`config.mk`:
```
export PLATFORM = sky130hd
export DESIGN_NAME = btn_conditioner
export DESIGN_NICKNAME = d
export VERILOG_FILES = /design/src/rtl/btn_conditioner.sv
export SDC_FILE = /design/constraint.sdc
export NUM_CORES = 1
export LEC_CHECK = 0
export BUFFER_PORTS_ARGS = -buffer_cell sky130_fd_sc_hd__buf_2
export CAP_MARGIN = 20
export CORE_AREA = 3 3 141 129
export CTS_BUF_LIST = sky130_fd_sc_hd__clkbuf_4
export CTS_CLUSTER_DIAMETER = 30
export DETAILED_ROUTE_END_ITERATION = 6
export DIE_AREA = 0 0 144 132
export GPL_TIMING_DRIVEN = 0
export PLACE_DENSITY = 0.64
export SKIP_CTS_REPAIR_TIMING = 1
export SLEW_MARGIN = 10
export SYNTH_ARGS = -nofsm -noshare
export SYNTH_HDL_FRONTEND = slang
export SYNTH_SLANG_ARGS = --single-unit
```
`constraint.sdc`:
```
create_clock -name clk -period 5.1 [get_ports clk]
set_input_delay 0.51 -clock clk [delete_from_list [all_inputs] [get_ports clk]]
set_output_delay 0.51 -clock clk [all_outputs]
set_load 0.01 [all_outputs]
```
`src/rtl/btn_conditioner.sv`:
```
// rtl/btn_conditioner.sv - debounced press pulses and long-press gestures for the four pet buttons
//
// btn_channel: one button. It has a 2-FF synchronizer, polarity normalization,
// and a debounce/long-press FSM.
//   clk, rst   : clock, synchronous active-high reset
//   raw_i      : asynchronous raw button level
//   pressed_o  : debounced level, 1 = pressed
//   press_p_o  : one-cycle pulse per accepted press (when HAS_SHORT)
//   long_o     : long-press action (LONG_MODE 0 none, 1 pulse, 2 toggled level)
//
// btn_conditioner: four independent channels {reset, test, alimentar, jugar}.
//   jugar, alimentar, test, reset : raw asynchronous buttons
//   jugar_p, alimentar_p, test_p  : press pulses
//   test_mode : level, toggles on each long test press
//   reset_req : pulse on each long reset press
//   pressed   : debounced levels {reset, test, alimentar, jugar}

module btn_channel #(
  parameter int unsigned DB_CYC     = 4,
  parameter int unsigned LONG_CYC   = 20,
  parameter bit          ACTIVE_LOW = 1'b1,
  parameter bit          HAS_SHORT  = 1'b1,
  parameter int unsigned LONG_MODE  = 0
) (
  input  logic clk,
  input  logic rst,
  input  logic raw_i,
  output logic pressed_o,
  output logic press_p_o,
  output logic long_o
);

  localparam int unsigned   CW        = $clog2(LONG_CYC + 1);
  localparam logic [CW-1:0] DB_LAST   = CW'(DB_CYC - 1);
  localparam logic [CW-1:0] LONG_LAST = CW'(LONG_CYC - 1);
  localparam logic [CW-1:0] LONG_SAT  = CW'(LONG_CYC);
  localparam logic          RELEASED  = ACTIVE_LOW;

  typedef enum logic [1:0] {IDLE, DB_PRESS, HELD, DB_REL} state_t;

  state_t        state_q;
  logic [CW-1:0] cnt_q;
  logic          sync1_q;
  logic          sync2_q;
  logic          pressed_q;
  logic          press_p_q;
  logic          long_q;
  logic          s;

  // s is 1 while the synchronized button is pressed, whatever the board polarity.
  assign s = sync2_q ^ ACTIVE_LOW;

  always_ff @(posedge clk) begin
    if (rst) begin
      sync1_q   <= RELEASED;
      sync2_q   <= RELEASED;
      state_q   <= IDLE;
      cnt_q     <= '0;
      pressed_q <= 1'b0;
      press_p_q <= 1'b0;
      long_q    <= 1'b0;
    end else begin
      sync1_q   <= raw_i;
      sync2_q   <= sync1_q;
      press_p_q <= 1'b0;
      if (LONG_MODE == 1) long_q <= 1'b0;
      case (state_q)
        IDLE: begin
          if (s) begin
            state_q <= DB_PRESS;
            cnt_q   <= CW'(1);
          end
        end
        DB_PRESS: begin
          if (!s) begin
            state_q <= IDLE;
            cnt_q   <= '0;
          end else if (cnt_q == DB_LAST) begin
            state_q   <= HELD;
            pressed_q <= 1'b1;
            press_p_q <= HAS_SHORT;
            cnt_q     <= '0;
          end else begin
            cnt_q <= cnt_q + CW'(1);
          end
        end
        HELD: begin
          // A release sample takes priority over the long action.
          if (!s) begin
            state_q <= DB_REL;
            cnt_q   <= CW'(1);
          end else if (cnt_q == LONG_LAST) begin
            // Parking at LONG_SAT keeps the action from firing again.
            cnt_q <= LONG_SAT;
            if (LONG_MODE == 1) long_q <= 1'b1;
            else if (LONG_MODE == 2) long_q <= ~long_q;
          end else if (cnt_q != LONG_SAT) begin
            cnt_q <= cnt_q + CW'(1);
          end
        end
        DB_REL: begin
          // A bounced release goes back to HELD without a new press pulse,
          // but the long hold starts over.
          if (s) begin
            state_q <= HELD;
            cnt_q   <= '0;
          end else if (cnt_q == DB_LAST) begin
            state_q   <= IDLE;
            pressed_q <= 1'b0;
            cnt_q     <= '0;
          end else begin
            cnt_q <= cnt_q + CW'(1);
          end
        end
        default: begin
          state_q <= IDLE;
          cnt_q   <= '0;
        end
      endcase
    end
  end

  assign pressed_o = pressed_q;
  assign press_p_o = press_p_q;
  assign long_o    = long_q;

endmodule

module btn_conditioner #(
  parameter int unsigned CLK_HZ      = 50_000_000,
  parameter int unsigned DEBOUNCE_MS = 20,
  parameter int unsigned LONG_MS     = 5000,
  parameter bit          ACTIVE_LOW  = 1'b1
) (
  input  logic       clk,
  input  logic       rst,
  input  logic       jugar,
  input  logic       alimentar,
  input  logic       test,
  input  logic       reset,
  output logic       jugar_p,
  output logic       alimentar_p,
  output logic       test_p,
  output logic       test_mode,
  output logic       reset_req,
  output logic [3:0] pressed
);

  localparam int unsigned DB_CYC   = CLK_HZ / 1000 * DEBOUNCE_MS;
  localparam int unsigned LONG_CYC = CLK_HZ / 1000 * LONG_MS;

  logic jugar_long;
  logic alim_long;
  logic reset_press_p;
  logic unused_ch;

  btn_channel #(
    .DB_CYC(DB_CYC), .LONG_CYC(LONG_CYC), .ACTIVE_LOW(ACTIVE_LOW),
    .HAS_SHORT(1'b1), .LONG_MODE(0)
  ) u_jugar (
    .clk(clk), .rst(rst), .raw_i(jugar),
    .pressed_o(pressed[0]), .press_p_o(jugar_p), .long_o(jugar_long)
  );

  btn_channel #(
    .DB_CYC(DB_CYC), .LONG_CYC(LONG_CYC), .ACTIVE_LOW(ACTIVE_LOW),
    .HAS_SHORT(1'b1), .LONG_MODE(0)
  ) u_alimentar (
    .clk(clk), .rst(rst), .raw_i(alimentar),
    .pressed_o(pressed[1]), .press_p_o(alimentar_p), .long_o(alim_long)
  );

  btn_channel #(
    .DB_CYC(DB_CYC), .LONG_CYC(LONG_CYC), .ACTIVE_LOW(ACTIVE_LOW),
    .HAS_SHORT(1'b1), .LONG_MODE(2)
  ) u_test (
    .clk(clk), .rst(rst), .raw_i(test),
    .pressed_o(pressed[2]), .press_p_o(test_p), .long_o(test_mode)
  );

  // The game-reset button never produces a short-press pulse.
  btn_channel #(
    .DB_CYC(DB_CYC), .LONG_CYC(LONG_CYC), .ACTIVE_LOW(ACTIVE_LOW),
    .HAS_SHORT(1'b0), .LONG_MODE(1)
  ) u_reset (
    .clk(clk), .rst(rst), .raw_i(reset),
    .pressed_o(pressed[3]), .press_p_o(reset_press_p), .long_o(reset_req)
  );

  // These channel outputs are constant 0 for these channels.
  assign unused_ch = ^{jugar_long, alim_long, reset_press_p};

endmodule
```
==> impl_metrics.toml <==
[timing]
worstMarginPinSlew_ps = 1140
clock.fmax_mhz = 330
period_share_pct = 59.5
slew-limit-headroom_pct = 23.5
period_needed_ps = 3030
setup_viol = 0
rsz0062_at_grt = "no"
timing.setup.tns_ps = 0
fin_hold_ws_ps = 126
finalClockSkew_ps = 16.3
hold_viol = 0
maxSlewViolCount = 0

[layout]
multi_input_area_um2 = 4620
regArea_um2 = 2740
final_nets = 1045
finalInstanceArea_um2 = 8350
fill_cells = 1681
area_growth_pct = 8.26
drive_above_1_share_pct = 8.05

[routing]
drt-met1-wl_um = 10800
post-route-drc-count = 1
ant_nets = 0
dr_wl_met3_um = 1140
routed_wl_um = 21200
avgViaCountPerCell = 6.02
vias = 7558
top_layer = "met4"
drt_iter0_markers = 734
wl_per_cell_um = 16.9
met2_length_um = 9010
drtPass1Iterations = 7

[floorplan]
dieArea_um2 = 19000
start_util_pct = 45.8
coreArea_um2 = 16800
fp.dieW_um = 144
die_h_um = 132
num_io_pins = 15
rows = 45

[yosys]
netlist_area_um2 = 7710
synth_ff_type = "dfxtp_1"
synthCells = 998
synth_cell_types = 67
ys_seq_area_share_pct = 35.6
synth_edf_count = 0
synth_top_area_share_pct = 35.6
ys_ff_latch = 137
syn_nets = 1012
syn_area_per_cell_um2 = 7.73
yosys-top-cells-count = "dfxtp_1 (137), nor2_1 (95), nand2_1 (81)"
synth_most_common_cell = "dfxtp_1"
synthArstFlopShare_pct = 0
synth_top_area_cell = "dfxtp_1"
yosys-top-cells-area = "dfxtp_1 (36%), o21ai_0 (5.1%), a21oi_1 (5.0%), nor2_1 (4.6%), nand2_1 (3.9%)"
yosysWarnings = 0

[job]
maxCapViolCount = 0

[global_routing]
grt_pass1_vias = 6549
grt_pass1_wl_um = 34200
grt_use_total_pct = 22.0
grt_max_degree = 17
antenna_found_initial = 1
gr-total-overflow = 0

[placed_design]
portBuffers = 14
place_area_um2 = 8040
hpwl_um = 14700
gp_congestion = 0.923

[clock_network]
clk_pin_slew_ps = 110
htree_levels = 4
numCtsBuffers = 17
clock-sinks = 137
clk_latency_ps = 570
root_buffer = "clkbuf_4"
cts_tree = "built"
clockBufferDepth = 2

[critical_path]
arrival_ps = 3490
worst_setup_path_start_kind = "flip-flop"
end_kind = "flip-flop"
worst-endpoint-required_ps = 5560
path_class = "reg2reg"
cp_max_fo = 10

[pwr]
power.density_nw_per_um2 = 238
power.leakage_uw = 0.00272
vdd_drop_max_uv = 128

[status]
violations = "DRC"
outcome = "finished with violations"

[hold_path]
min_path_type = "in2reg"
worst max-delay path: stages, from the launching register on:
cell	delay, ps
dfxtp_1	330
clkbuf_1	290
nor3b_1	850
and3_1	290
nand3_1	190
and2_1	270
nor2_1	240
buf_2	270
o21ai_0	120
o41ai_1	80
power by group:
| part | total [uW] | leakage (uW) | switching (uW) | internal (uW) |
|---|---|---|---|---|
| Sequential | 1090 | 0.00111 | 9.21 | 1080 |
| Combinational | 110 | 0.00145 | 75.0 | 34.6 |
| Clock | 792 | 0.000165 | 404 | 387 |
| Total | 1990 | 0.00272 | 489 | 1500 |
layout make-up:
type,count,share of cell area (%)
sequential,137,32.9
inverter,30,1.35
multi-input combinational,781,55.4
antenna,1,0.0300
timing repair buffer,14,0.839
clock buffer,19,1.71
tap,211,3.16
buffer,50,2.80
clock inverter,13,1.89
cell families after synthesis:
logic type | count (synthesis) | share of synthesized area, %
adder cells (fa/ha/maj) | 8 | 1.30
flip-flops | 137 | 35.6
AND/OR/NAND/NOR | 489 | 34.9
multiplexers | 4 | 0.519
buffers and inverters | 80 | 4.50
AO/OA/AOI/OAI | 262 | 21.1
XOR/XNOR | 18 | 2.04
registers in the layout, indices dropped and copies added (netlist names), 28 cells and up, named ones only:
name / count
u_test.cnt_q: 28
u_alimentar.cnt_q: 28
u_jugar.cnt_q: 28
u_reset.cnt_q: 28
cells in the final DEF (no fill, tap or decap), types with 7 or more instances in the layout:
cell type  instances
or3_1             34
or4_1             12
nand2b_1           9
xnor2_1           13
and3_1            27
clkbuf_1          35
nand3b_1          11
nand4b_1          11
clkbuf_4          19
nor4b_1           10
o31ai_1           12
a22o_1             8
inv_1             30
nor2b_1           12
buf_4              7
a21oi_1           77
nor3b_1            7
buf_2             18
o21ai_1            9
nand3_1           49
ha_1               8
nand2_1           81
and2_1             8
nor4_1            18
dfxtp_1          137
nor2_1            95
a31oi_1           17
nor3_1            31
nand4_1           36
or2_2             16
o21ai_0           78
and4_1            10
o41ai_1            8
routing by layer:
layer,GRT usage (%),vias up
met5,0,-
met4,5.13,0
met3,4.50,22
met2,30.8,186
met1,34.2,3555
li1,-,3795
final timing paths:
check / from / endpoint / slack [ps] / depth (start not counted)
hold reg to reg: u_alimentar.sync1_q / u_alimentar.sync2_q / 430 / 1
hold / removal: alimentar / u_alimentar.sync1_q / 130 / 2
setup / recovery: flip-flop / u_alimentar.cnt_q[24] / 2070 / 9
setup reg to reg: flip-flop / u_alimentar.cnt_q[24] / 2070 / 9
stage by stage:
step	utilization (%)	cells	worst slack [ps]	power, uW
after detailed placement	47.8	1223	2160	1220
after floorplan	-	998	2590	1180
after CTS	49.6	1255	2130	2010
after global placement	47.8	1223	2110	1220
after global routing	49.6	1256	1830	2070
final	49.6	1256	2070	1990
No activity file was read; power rests on OpenSTA's default activity.
